## src/rtl/axis_pkg.sv

```systemverilog
// ============================================================================
// Module : axis_pkg
// Brief  : State encoding, 100 MHz timing defaults and helpers for axis_step_gen.
// Rev    : 1.0
// ============================================================================
`default_nettype none

package axis_pkg;

    localparam int c_PULSE_CYC_100M      = 200;
    localparam int c_DIR_SETUP_CYC_100M  = 500;
    localparam int c_MIN_PERIOD_CYC_100M = 1000;
    localparam int c_TMR_W               = 32;

    typedef enum logic [1:0] {
        S_IDLE      = 2'd0,
        S_DIR_SETUP = 2'd1,
        S_STEP_HIGH = 2'd2,
        S_STEP_LOW  = 2'd3
    } axis_state_e;

    // Requested period clamped up to the driver's minimum step period.
    function automatic logic [c_TMR_W-1:0] eff_period(input logic [c_TMR_W-1:0] period,
                                                      input int min_cyc);
        return (period < c_TMR_W'(min_cyc)) ? c_TMR_W'(min_cyc) : period;
    endfunction

endpackage

`default_nettype wire

```

## src/rtl/axis_step_gen_if.sv

```systemverilog
// ============================================================================
// Module : axis_step_gen_if
// Brief  : Move-request / STEP-DIR bundle between regfile wrapper and one axis.
// Rev    : 1.0
// ============================================================================
`default_nettype none

interface axis_step_gen_if #(
    parameter int POS_W = 32
);
    logic                    move_fwd;
    logic                    move_rev;
    logic [31:0]             period;
    logic                    zero_pos;
    logic                    step;
    logic                    dir;
    logic signed [POS_W-1:0] position;
    logic                    busy;
    logic                    limit_hit;

    modport master (
        output move_fwd, move_rev, period, zero_pos,
        input  step, dir, position, busy, limit_hit
    );

    modport slave (
        input  move_fwd, move_rev, period, zero_pos,
        output step, dir, position, busy, limit_hit
    );
endinterface

`default_nettype wire

```

## src/rtl/axis_step_gen_step_timer.sv

```systemverilog
// ============================================================================
// Module : step_timer
// Brief  : Loadable down-counter; o_done is high while the count sits at zero.
// Rev    : 1.0
// ============================================================================
`default_nettype none

module step_timer #(
    parameter int WIDTH = 32
) (
    input  logic             clk,
    input  logic             rst_n,
    input  logic             i_load,
    input  logic [WIDTH-1:0] i_value,
    output logic             o_done
);
    logic [WIDTH-1:0] r_cnt;

    always_ff @(posedge clk) begin
        if (!rst_n) begin
            r_cnt <= '0;
        end else if (i_load) begin
            r_cnt <= i_value;
        end else if (r_cnt != '0) begin
            r_cnt <= r_cnt - WIDTH'(1);
        end
    end

    assign o_done = (r_cnt == '0);

endmodule

`default_nettype wire

```

## src/rtl/axis_step_gen.sv

```systemverilog
// ============================================================================
// Module : axis_step_gen
// Brief  : Single-axis STEP/DIR generator with step-accurate position count.
//          Optional soft limits enabled by defining AXIS_LIMIT_EN.
// Rev    : 1.0
// ============================================================================
`default_nettype none

module axis_step_gen
    import axis_pkg::*;
#(
    parameter int PULSE_CYC      = c_PULSE_CYC_100M,
    parameter int DIR_SETUP_CYC  = c_DIR_SETUP_CYC_100M,
    parameter int MIN_PERIOD_CYC = c_MIN_PERIOD_CYC_100M,
    parameter int POS_W          = 32,
    parameter int POS_MIN        = -100000,
    parameter int POS_MAX        = 100000
) (
    input  logic           clock,
    input  logic           reset,
    axis_step_gen_if.slave bus
);
    axis_state_e          r_state;
    axis_state_e          w_state_nxt;
    logic                 r_dir;
    logic                 r_step;
    logic [POS_W-1:0]     r_pos;
    logic [c_TMR_W-1:0]   r_eff;
    logic [c_TMR_W-1:0]   w_eff;
    logic [c_TMR_W-1:0]   w_tmr_val;
    logic                 w_req_valid;
    logic                 w_req_dir;
    logic                 w_blocked;
    logic                 w_go;
    logic                 w_same_dir;
    logic                 w_tmr_load;
    logic                 w_tmr_done;
    logic                 w_rise;
    logic                 w_dir_load;

    if (MIN_PERIOD_CYC < 2 * PULSE_CYC || PULSE_CYC < 1 || DIR_SETUP_CYC < 1 ||
        POS_MIN >= POS_MAX) begin : g_param_err
        $error("axis_step_gen: inconsistent timing or limit parameters");
    end

    assign w_req_valid = (bus.move_fwd ^ bus.move_rev) && (bus.period != '0);
    assign w_req_dir   = bus.move_fwd;
    assign w_eff       = eff_period(bus.period, MIN_PERIOD_CYC);

`ifdef AXIS_LIMIT_EN
    localparam logic signed [POS_W-1:0] c_POS_MIN = POS_W'(POS_MIN);
    localparam logic signed [POS_W-1:0] c_POS_MAX = POS_W'(POS_MAX);

    // A step is refused only if it would carry position past the limit.
    assign w_blocked     = w_req_valid && (w_req_dir ? ($signed(r_pos) >= c_POS_MAX)
                                                     : ($signed(r_pos) <= c_POS_MIN));
    assign bus.limit_hit = w_blocked && (r_state == S_IDLE);
`else
    assign w_blocked     = 1'b0;
    assign bus.limit_hit = 1'b0;
`endif

    assign w_go       = w_req_valid && !w_blocked;
    assign w_same_dir = (w_req_dir == r_dir);

    step_timer #(
        .WIDTH (c_TMR_W)
    ) u_timer (
        .clk     (clock),
        .rst_n   (reset),
        .i_load  (w_tmr_load),
        .i_value (w_tmr_val),
        .o_done  (w_tmr_done)
    );

    always_ff @(posedge clock) begin
        if (!reset) begin
            r_state <= S_IDLE;
        end else begin
            r_state <= w_state_nxt;
        end
    end

    always_comb begin
        w_state_nxt = r_state;
        case (r_state)
            S_IDLE: begin
                if (w_go) w_state_nxt = w_same_dir ? S_STEP_HIGH : S_DIR_SETUP;
            end
            S_DIR_SETUP: begin
                if (w_tmr_done) w_state_nxt = S_STEP_HIGH;
            end
            S_STEP_HIGH: begin
                if (w_tmr_done) w_state_nxt = S_STEP_LOW;
            end
            S_STEP_LOW: begin
                if (w_tmr_done) begin
                    if (w_go) w_state_nxt = w_same_dir ? S_STEP_HIGH : S_DIR_SETUP;
                    else      w_state_nxt = S_IDLE;
                end
            end
            default: w_state_nxt = S_IDLE;
        endcase
    end

    // Timer is reloaded on every state change with (phase length - 1).
    always_comb begin
        w_tmr_load = (w_state_nxt != r_state);
        w_rise     = (w_state_nxt == S_STEP_HIGH) && (r_state != S_STEP_HIGH);
        w_dir_load = (w_state_nxt == S_DIR_SETUP) && (r_state != S_DIR_SETUP);
        case (w_state_nxt)
            S_DIR_SETUP: w_tmr_val = c_TMR_W'(DIR_SETUP_CYC - 1);
            S_STEP_HIGH: w_tmr_val = c_TMR_W'(PULSE_CYC - 1);
            S_STEP_LOW:  w_tmr_val = r_eff - c_TMR_W'(PULSE_CYC + 1);
            default:     w_tmr_val = '0;
        endcase
    end

    always_ff @(posedge clock) begin
        if (!reset) begin
            r_dir  <= 1'b0;
            r_step <= 1'b0;
            r_pos  <= '0;
            r_eff  <= '0;
        end else begin
            r_step <= (w_state_nxt == S_STEP_HIGH);
            if (w_dir_load) r_dir <= w_req_dir;
            if (w_rise)     r_eff <= w_eff;
            if (bus.zero_pos) begin
                r_pos <= '0;
            end else if (w_rise) begin
                r_pos <= r_dir ? (r_pos + POS_W'(1)) : (r_pos - POS_W'(1));
            end
        end
    end

    assign bus.step     = r_step;
    assign bus.dir      = r_dir;
    assign bus.position = r_pos;
    assign bus.busy     = (r_state != S_IDLE);

endmodule

`default_nettype wire

```

## src/flat_wrapper.sv

```systemverilog
// flat-port wrapper written by rule: the top's interface ports become plain ports
module axis_step_gen_flat import axis_pkg::*;
#(
    parameter int PULSE_CYC      = c_PULSE_CYC_100M,
    parameter int DIR_SETUP_CYC  = c_DIR_SETUP_CYC_100M,
    parameter int MIN_PERIOD_CYC = c_MIN_PERIOD_CYC_100M,
    parameter int POS_W          = 32,
    parameter int POS_MIN        = -100000,
    parameter int POS_MAX        = 100000
)
  (clock, reset, bus_move_fwd, bus_move_rev, bus_period, bus_zero_pos, bus_step, bus_dir, bus_position, bus_busy, bus_limit_hit);
  axis_step_gen_if #(.POS_W(POS_W)) bus_i ();
  input  logic clock;
  input  logic reset;
  input wire logic [$bits(bus_i.move_fwd)-1:0] bus_move_fwd;
  input wire logic [$bits(bus_i.move_rev)-1:0] bus_move_rev;
  input wire logic [$bits(bus_i.period)-1:0] bus_period;
  input wire logic [$bits(bus_i.zero_pos)-1:0] bus_zero_pos;
  output wire logic [$bits(bus_i.step)-1:0] bus_step;
  output wire logic [$bits(bus_i.dir)-1:0] bus_dir;
  output wire logic [$bits(bus_i.position)-1:0] bus_position;
  output wire logic [$bits(bus_i.busy)-1:0] bus_busy;
  output wire logic [$bits(bus_i.limit_hit)-1:0] bus_limit_hit;
  assign bus_i.move_fwd = bus_move_fwd;
  assign bus_i.move_rev = bus_move_rev;
  assign bus_i.period = bus_period;
  assign bus_i.zero_pos = bus_zero_pos;
  assign bus_step = bus_i.step;
  assign bus_dir = bus_i.dir;
  assign bus_position = bus_i.position;
  assign bus_busy = bus_i.busy;
  assign bus_limit_hit = bus_i.limit_hit;
  axis_step_gen #(.PULSE_CYC(PULSE_CYC), .DIR_SETUP_CYC(DIR_SETUP_CYC), .MIN_PERIOD_CYC(MIN_PERIOD_CYC), .POS_W(POS_W), .POS_MIN(POS_MIN), .POS_MAX(POS_MAX)) u_core (.clock(clock), .reset(reset), .bus(bus_i));
endmodule
```

## config.mk

```make
export PLATFORM = sky130hd
export DESIGN_NAME = axis_step_gen_flat
export DESIGN_NICKNAME = d
export VERILOG_FILES = /design/src/rtl/axis_pkg.sv /design/src/rtl/axis_step_gen_if.sv /design/src/rtl/axis_step_gen_step_timer.sv /design/src/rtl/axis_step_gen.sv /design/src/flat_wrapper.sv
export SDC_FILE = /design/constraint.sdc
export NUM_CORES = 1
export LEC_CHECK = 0
export CAP_MARGIN = 20
export CORE_MARGIN = 8
export CORE_UTILIZATION = 40
export CTS_CLUSTER_SIZE = 40
export DETAILED_ROUTE_END_ITERATION = 12
export PLACE_DENSITY = 0.65
export SKIP_LAST_GASP = 1
export SYNTH_ARGS = -nofsm -noshare
export SYNTH_HDL_FRONTEND = slang
export SYNTH_HIERARCHICAL = 1
export SYNTH_SLANG_ARGS = --single-unit
```

## constraint.sdc

```tcl
create_clock -name clock -period 7.9 [get_ports clock]
set_clock_uncertainty 0.1 [all_clocks]
set_input_delay 2.37 -clock clock [delete_from_list [all_inputs] [get_ports clock]]
set_output_delay 2.37 -clock clock [all_outputs]
set_load 0.01 [all_outputs]
```

Word-level counts from Yosys, hierarchy flattened
Index checks and enable logic that the tools add are counted.

word-level totals
  flip-flop bits (word level) = 100
  bits in latches = 0
  memories kept = 0
  bits in read-only memories = 0
  output and inout bits = 36
  bits in writable memories = 0
  logic and storage cells = 45

cells by class
  $lt $le $gt $ge = 1
  bitwise operators = 2
  equality and inequality tests = 10
  shift-type cells = 0
  $mul = 0
  muxes and demuxes = 12
  add/subtract/negate cells = 4
  reduce and logical (&&, ||, !) cells = 10
  divide/modulo/power cells = 0

operators by type and width
  cell                                                          number
  two-way mux 32 bit                                            4
  one-hot mux 32 bit (3 select lines)                           1
  nonzero test 32 bit                                           2
  subtractor 32 x 1 -> 32 bit, second input constant            2
  adder 32 x 1 -> 32 bit, second input constant                 1
  logical NOT 32 bit                                            1
  less-than comparator 32 x 10 -> 1 bit, second input constant  1
  subtractor 32 x 8 -> 32 bit, second input constant            1
  two-way mux 2 bit                                             6
  equality test 2 bit, second input constant                    4
  one-hot mux 2 bit (4 select lines)                            1
  equality test 2 x 1 -> 1 bit, second input constant           2
  nonzero test 2 bit                                            2
  logical AND 1 bit                                             3
  logical NOT 2 bit                                             1
  inequality test 2 x 1 -> 1 bit, second input constant         1
  inequality test 2 bit                                         1
  inequality test 2 bit, second input constant                  1
  OR reduction 2 bit                                            1
  equality test 1 bit                                           1
  inverter 1 bit                                                1
  bitwise XOR 1 bit                                             1

Depth between registers and ports, before layout
Gate-level depths: netlist of the first run.

  depth in word-level cells = 8
  depth in mapped cells = 16
  mapped depth without buffers = 14

By module
The synthesis of the first run kept the hierarchy.

modules (own cells, without submodules)
  module         area an instance (um^2)  instances  cells each  seq. area each (um^2)
  axis_step_gen  4,998.5                  1          674         1,361.3
  step_timer     1,808.0                  1          215         640.6

Worst setup path before layout of the first run
Ideal clock, no wire load.

  path kind = input -> register
  start = in bus_period[11]
  end = reg u_core.u_timer.r_cnt[25]
  data arrival time = 4.714 ns
  path buffers = 1
  slack = 2.964 ns
  stages on the path = 12
  required time = 7.678 ns
  cell sequence = nor4_1 -> nand4_1 -> o31ai_1 -> nor3_1 -> o31ai_1 -> inv_1 -> nand2_1 -> buf_2 -> nor2_1 -> nand2_1 -> nand2_1 -> o311a_1

on the way
  word-level cells in the longest chain between the ends = 8
  elaborated cells between the ends (all ways) = 13
  those cells by class = eq/ne: 4; mux: 6; reduce/logical: 3

ends and longest elaborated chain
  item                                                                        RTL line                        text
  start: declaration                                                          flat_wrapper.sv:17              input wire logic [$bits(bus_i.period)-1:0] bus_period;
  nonzero test 32 bit (*)                                                     axis_step_gen.sv:46             assign w_req_valid = (bus.move_fwd ^ bus.move_rev) && (bus.period != '0);
  logical AND 1 bit (*)                                                       axis_step_gen.sv:46
  two-way mux 2 bit                                                           axis_step_gen.sv:98             if (w_go) w_state_nxt = w_same_dir ? S_STEP_HIGH : S_DIR_SETUP;
  two-way mux 2 bit                                                           axis_step_gen.sv:97             if (w_tmr_done) begin
  one-hot mux 2 bit (4 select lines) (*)                                      axis_step_gen.sv:86             case (r_state)
  equality test 2 bit / equality test 2 x 1 -> 1 bit (equally long branches)  axis_step_gen.sv:111            case (w_state_nxt)
  one-hot mux 32 bit (3 select lines) (*)                                     axis_step_gen.sv:111
  named net u_core.w_tmr_val[25]                                              axis_step_gen.sv:30             logic [c_TMR_W-1:0] w_tmr_val;
  two-way mux 32 bit (*)                                                      axis_step_gen_step_timer.sv:22  end else if (i_load) begin
  end signal: assignment                                                      axis_step_gen_step_timer.sv:23  r_cnt <= i_value;
  end signal: assignment                                                      axis_step_gen_step_timer.sv:25  r_cnt <= r_cnt - WIDTH'(1);
  end: declaration                                                            axis_step_gen_step_timer.sv:17  logic [WIDTH-1:0] r_cnt;

The timed path passes the listed nets; every way through them passes the cells marked *.
A chain may end at the register's enable or synchronous reset.

Final worst setup path of the first run
  start = in bus_period[27]
  end = reg u_core.u_timer.r_cnt[25]

Same word-level chain as after synthesis.

==> impl_metrics.csv, run 1 <==
group,metric,value,unit
worst_setup_path,worstPathArrival,5.96,ns
sta,min_period,5.81,ns
finish,final_cell_mix,"nand2_1 (131), dfxtp_1 (100), a21oi_1 (89), nor2_1 (77), clkdlybuf4s50_1 (71)",
route,viasPerCell,5.57,
sta,max_freq,172,MHz
yosys,synth.avg_cell_area,7.66,um^2
yosys,yosysWarnings,6,
clocking,ctsLongestPathBuffers,2,
worst_setup_path,critical_path.most_common_cell,"nand2_1",
worst_setup_path,required,8.05,ns
power,p_comb_share,57.3,%
yosys,synth_mux_area_share,0.607,%
worst_setup_path,start_kind,"input pin",
finish,area_growth,16.9,%
yosys,synth_fa_ha_area_share,6.18,%
floorplanning,start_util,41.0,%
place,port_buffers,71,
finish,antenna_cells,0,
grt,grt_pass1_wl,30400,um
finish,drive_above_1_share,6.06,%
power,p_leak,0.00304,uW
finish,layout_commonest_cell,"nand2_1",
clocking,cts_tree,"built",
power,vdd_drop_max,0.140,mV
finish,postLayoutCoreUtil,48.0,%
finish,nFillCells,1680,
yosys,synthArstFlopShare,0,%
worst_setup_path,crit_path_max_incr_delay,0.66,ns
yosys,synth-compound-area-share,23.1,%
floorplanning,dieHeight,146,um
power,intPower,1510,uW
sta,finalCritPeriodShare,73.6,%
power,p_per_area,346,nW/um^2
grt,globalRouteTotalUtil,16.8,%
clocking,cts_resized,0,
sta,slew_violations,0,
power,pwr-share-seq,27.3,%
power,power.switching,1240,uW
clocking,clkTransAtPathRegs,0.07,ns
place,dpl_worst_slack,1.72,ns
clocking,cts-htree-levels,3,
worst_setup_path,path_cells,"clkdlybuf4s50_1 -> nor4_1 -> nand4_1 -> o31ai_1 -> nor3_1 -> o31ai_1 -> inv_1 -> nand2_1 -> buf_4 -> nor2_1 -> nand2_1 -> nand2_1 -> o311a_1",
clocking,clock_latency,0.36,ns
floorplanning,std_cell_rows,47,
worst_setup_path,path_class,"in2reg",
yosys,ys_types,76,
yosys,syn-num-nets,959,
place,gp_congestion,0.878,
clocking,numCtsBuffers,9,
sta,max_slew_margin,46.9,%
worst_setup_path,critical-path-slowest-cell,"o31ai_1",
yosys,synth_edf_count,0,
floorplanning,pin_count,73,
power,power,2750,uW
yosys,ys_seq_area_share,29.4,%
route,finalWirelength,18300,um
clocking,cts_root_buf,"clkbuf_16",
sta,layout_setup_ws,2.09,ns
route,drc_errors,0,
finish,multi_input_area,4560,um^2
finish,final_net_count,1007,
sta,hold_viol_final,0,
yosys,synth_xor_area_share,8.88,%
yosys,syn-cell-area,6810,um^2
grt,antenna_found_initial,0,
grt,grt_max_degree,50,
worst_setup_path,worstPathMaxFanout,13,
sta,grt_setup_unrepaired,"false",
route,dr.pass1.iters,5,
place,dp.final_hpwl,13500,um
yosys,yosys.area_share.simple,28.1,%
power,p_clk_share,15.5,%
floorplanning,fp.coreArea,16600,um^2
floorplanning,die_w,146,um
sta,finalSetupTns,0,ns
yosys,yosys_most_used_dff,"dfxtp_1",
power,switching_share,45.2,%
route,drt_iter0_drc,388,
grt,grt_pass1_vias,6198,
outcome,status,"complete, no violations",
clocking,clock_sinks,100,
route,num_vias,6462,
finish,regArea,2000,um^2
yosys,syn_inst,889,
route,wire_per_inst,15.8,um
floorplanning,die-area,21400,um^2
run,maxCapViolations,0,
route,postRouteAntennaNets,0,
worst_setup_path,worstSetupEndpointType,"flop",
yosys,ys_ff_latch,100,
clocking,holdBufCountCts,0,
sta,setup_violations,0,
clocking,post-cts-setup-buffers,0,
worst_hold_path,hp-class,"reg2reg",
yosys,synth_top_family_by_area,"simple AND/OR/NAND/NOR gates",
grt,grt.overflow.total,0,
sta,tightest_slew,0.790,ns
==> sequential cells by signal, indices dropped and copies added (netlist names) <==
register,count
u_core/r_state,2
u_core/r_eff,32
u_core/bus.step,1
u_core/bus.position,32
u_core/bus.dir,1
u_core/u_timer/r_cnt,32
==> cell type report <==
| cell class | instances | share of cell area [%] |
|---|---|---|
| tap | 220 | 3.46 |
| inverter | 19 | 0.896 |
| clock buffer | 10 | 3.00 |
| timing repair buffer | 79 | 9.68 |
| clock inverter | 5 | 0.487 |
| sequential | 100 | 25.2 |
| multi-input combinational | 728 | 57.3 |
==> metal layers <==
metal	wire, um	vias up	GRT usage, %
met3	641	20	3.09
met4	250	0	4.84
li1	-	3300	-
met5	0	-	0
met1	8320	3029	20.3
met2	9090	113	29.8
==> metrics by stage <==
step	instances	area (um^2)	hold WS, ns
3_3_place_gp	1146	7680	0.361
4_1_cts	1161	7960	0.376
5_1_grt	1161	7960	0.397
2_1_floorplan	889	6810	0.344
6_report	1161	7960	0.375
3_5_place_dp	1146	7680	0.365
==> power by group through the flow <==
stage / logic (uW) / registers (uW) / clock network (uW)
after detailed placement: 1560 / 761 / 0
after global placement: 1550 / 758 / 0
after CTS: 1570 / 750 / 435
after floorplan: 1250 / 738 / 0
after global routing: 1760 / 770 / 456
final: 1580 / 750 / 426
==> cells in the mapped netlist (all sizes together) (3+ instances only) <==
cell    count  share of area [%]
a22oi       3               0.33
xor2       30                3.9
xnor2      39                5.0
or3        11                1.1
or4        12                1.5
a211oi     17                2.2
clkbuf     29                1.6
nand3b      3               0.33
nor2b       9               0.83
and2        6               0.55
o21bai      3               0.33
nor3       32                2.7
a21oi      90                6.7
dfxtp     100                 29
a21boi      4               0.44
nand4      13                1.2
nand4b      4               0.51
nor4       22                2.9
a31oi       5               0.46
o21ai      51                3.9
a21o       23                2.5
nand3      30                2.2
buf        13                1.1
mux2i       3               0.44
nor3b       3               0.33
inv        17               0.94
o211ai      7               0.77
o31ai      10                1.1
o21a        7               0.77
and3       11                1.0
nand2     131                7.2
ha         32                5.9
nor2       77                4.2
nand2b      9               0.94
==> worst max-delay path: cells and delay by family <==
| family | cells | cell delay [ns] |
|---|---|---|
| AO/OA/AOI/OAI | 3 | 1.48 |
| buffers and inverters | 3 | 0.82 |
| AND/OR/NAND/NOR | 7 | 1.28 |
==> worst paths after layout <==
check	start	end	depth (start not counted)	slack, ns
hold reg to reg	u_core/bus.position[16]	u_core/bus.position[16]	2	0.38
setup reg to reg	u_core/u_timer/r_cnt[5]	u_core/u_timer/r_cnt[25]	12	3.14
setup / recovery	bus_period[27]	u_core/u_timer/r_cnt[25]	13	2.09
hold / removal	u_core/bus.position[16]	u_core/bus.position[16]	2	0.38
==> cells by family after synthesis <==
family	after synthesis
flops	100
fa+ha+maj	33
xor+xnor	69
mux	4
other cells	1
buf+inv	61
compound gates	244
simple gates	377
No activity file was read; power rests on OpenSTA's default activity.
==> inputs of run 2 (changes only) <==
--- a/config.mk
+++ b/config.mk
@@ -10,7 +10,7 @@
 export CORE_UTILIZATION = 40
 export CTS_CLUSTER_SIZE = 40
 export DETAILED_ROUTE_END_ITERATION = 12
-export PLACE_DENSITY = 0.65
+export PLACE_DENSITY = 0.67
 export SKIP_LAST_GASP = 1
 export SYNTH_ARGS = -nofsm -noshare
 export SYNTH_HDL_FRONTEND = slang
==> constraint.sdc (replaced) <==
create_clock -name clock -period 5 [get_ports clock]
set_clock_uncertainty 0.1 [all_clocks]
set_input_delay 1.5 -clock clock [delete_from_list [all_inputs] [get_ports clock]]
set_output_delay 1.5 -clock clock [all_outputs]
set_load 0.01 [all_outputs]
==> impl_metrics.csv, run 2 (synthesized netlist as in run 1, its figures left out) <==
group,metric,value,unit
route,viasPerCell,5.56,
floorplanning,start_util,41.0,%
run,maxCapViolations,0,
clocking,holdBufCountCts,0,
worst_setup_path,timing.rr.end,"u_core/u_timer/r_cnt[25]",
sta,grt_setup_unrepaired,"false",
worst_setup_path,path_class,"in2reg",
sta,tightest_slew,0.677,ns
finish,final_net_count,1012,
worst_setup_path,start_kind,"input pin",
grt,grt_max_degree,50,
sta,finalSetupTns,0,ns
sta,min_period,4.24,ns
place,gp_congestion,0.860,
clocking,cts_resized,0,
floorplanning,dieHeight,146,um
clocking,numCtsBuffers,9,
sta,slew_violations,0,
finish,multi_input_area,4560,um^2
sta,max_slew_margin,54.7,%
power,p_leak,0.00309,uW
clocking,cts_root_buf,"clkbuf_16",
route,drt_iter0_drc,428,
worst_setup_path,crit_buf_inv,2,
sta,finalCritPeriodShare,84.8,%
finish,fin_cells,1167,
sta,max_freq,236,MHz
finish,drive_above_1_share,6.55,%
worst_setup_path,r2r_cells,12,
grt,grt_pass1_wl,30100,um
worst_hold_path,hold_path_depth,2,
worst_setup_path,required,5.14,ns
worst_setup_path,crit_family,"simple AND/OR/NAND/NOR gates",
power,vdd_drop_max,0.210,mV
route,drc_errors,0,
floorplanning,die-area,21400,um^2
worst_setup_path,worstSetupEndpointType,"flop",
finish,layout_commonest_cell,"nand2_1",
clocking,post-cts-setup-buffers,0,
grt,globalRouteTotalUtil,16.8,%
finish,regArea,2000,um^2
route,postRouteAntennaNets,0,
worst_hold_path,whs_endpoint,"u_core/bus.position[14]",
clocking,clock_sinks,100,
grt,antenna_found_initial,0,
worst_hold_path,hp-class,"reg2reg",
grt,grt.overflow.total,0,
route,wire_per_inst,15.8,um
finish,final_cell_mix,"nand2_1 (131), dfxtp_1 (100), a21oi_1 (89), nor2_1 (77), clkdlybuf4s50_1 (71)",
clocking,clock_latency,0.36,ns
sta,holdWs,0.372,ns
worst_setup_path,worstPathMaxFanout,17,
clocking,clkTransAtPathRegs,0.08,ns
clocking,cts-htree-levels,3,
grt,grt_pass1_vias,6102,
finish,nFillCells,1694,
worst_setup_path,ff2ff_setup_slack,1.01,ns
worst_setup_path,crit_path_start,"bus_period[10]",
place,dp.final_hpwl,13600,um
worst_hold_path,min_from,"u_core/bus.position[14]",
worst_setup_path,critical-path-slowest-cell,"o31ai_1",
route,finalWirelength,18400,um
clocking,ctsLongestPathBuffers,2,
clocking,cts_tree,"built",
outcome,status,"complete, no violations",
place,post-place-cells,1151,
finish,area_growth,18.0,%
route,num_vias,6491,
floorplanning,pin_count,73,
floorplanning,die_w,146,um
worst_setup_path,timing.rr.start,"u_core/u_timer/r_cnt[5]",
finish,antenna_cells,0,
power,p_per_area,551,nW/um^2
floorplanning,std_cell_rows,47,
worst_setup_path,worstPathArrival,4.38,ns
place,port_buffers,71,
sta,setup_violations,0,
sta,hold_viol_final,0,
floorplanning,fp.coreArea,16600,um^2
worst_setup_path,path_cells,"clkdlybuf4s50_1 -> nor4_1 -> nand4_1 -> o31ai_1 -> nand2b_1 -> a22oi_1 -> nand2_1 -> buf_4 -> a21oi_1 -> o21ai_0 -> a31oi_1",
worst_setup_path,crit_path_max_incr_delay,0.52,ns
route,dr.pass1.iters,5,
==> run 2: cell types whose count changed in the layout (fill, tap and decap cells not counted), sizes merged <==
cell / before / now
buf: 8 / 13
clkinv: 3 / 4
clkinvlp: 4 / 1
inv: 17 / 20
==> run 2: worst max-delay path by stage <==
stage | end | slack, ns | cells after the start
finish | u_core/u_timer/r_cnt[24] | 0.76 | 11
global route | u_core/u_timer/r_cnt[19] | 0.51 | 12
CTS | u_core/u_timer/r_cnt[24] | 0.77 | 11
detailed placement | u_core/u_timer/r_cnt[25] | 0.42 | 11
global placement | u_core/u_timer/r_cnt[15] | 0.49 | 11
floorplan | u_core/u_timer/r_cnt[25] | 0.93 | 12
==> run 2: through the flow <==
stage	cell area (um^2)	power (uW)	util, %	worst slack, ns
3_5_place_dp	7740	3720	46.7	0.419
6_report	8030	4420	48.4	0.762
5_1_grt	8030	4780	48.4	0.512
4_1_cts	8030	4430	48.4	0.774
3_3_place_gp	7740	3700	46.7	0.494
2_1_floorplan	6810	3130	-	0.934
==> run 2: worst min-delay path: stages, from the launching register on <==
cell and delay (ns):
dfxtp_1 0.33, nand2_1 0.06, a21oi_1 0.05
==> run 2: area by class of cell <==
class | instances | area share [%]
Tap cell | 220 | 3.43
Multi-Input combinational cell | 728 | 56.8
Sequential cell | 100 | 24.9
Inverter | 19 | 0.888
Clock buffer | 10 | 2.85
Timing Repair Buffer | 84 | 10.4
Clock inverter | 6 | 0.701
==> run 2: power breakdown <==
group	leakage [uW]	switching, uW	internal (uW)	total [uW]
logic	0.00214	1470	1080	2550
registers	0.000816	205	979	1180
clock network	0.000137	344	349	693
==> run 2: metal layers <==
| metal | track usage [%] | vias to the layer above | wire length, um |
|---|---|---|---|
| met5 | 0 | - | 0 |
| met1 | 20.3 | 3032 | 8460 |
| li1 | - | 3309 | - |
| met2 | 29.2 | 123 | 8960 |
| met4 | 7.16 | 0 | 431 |
| met3 | 2.16 | 27 | 537 |
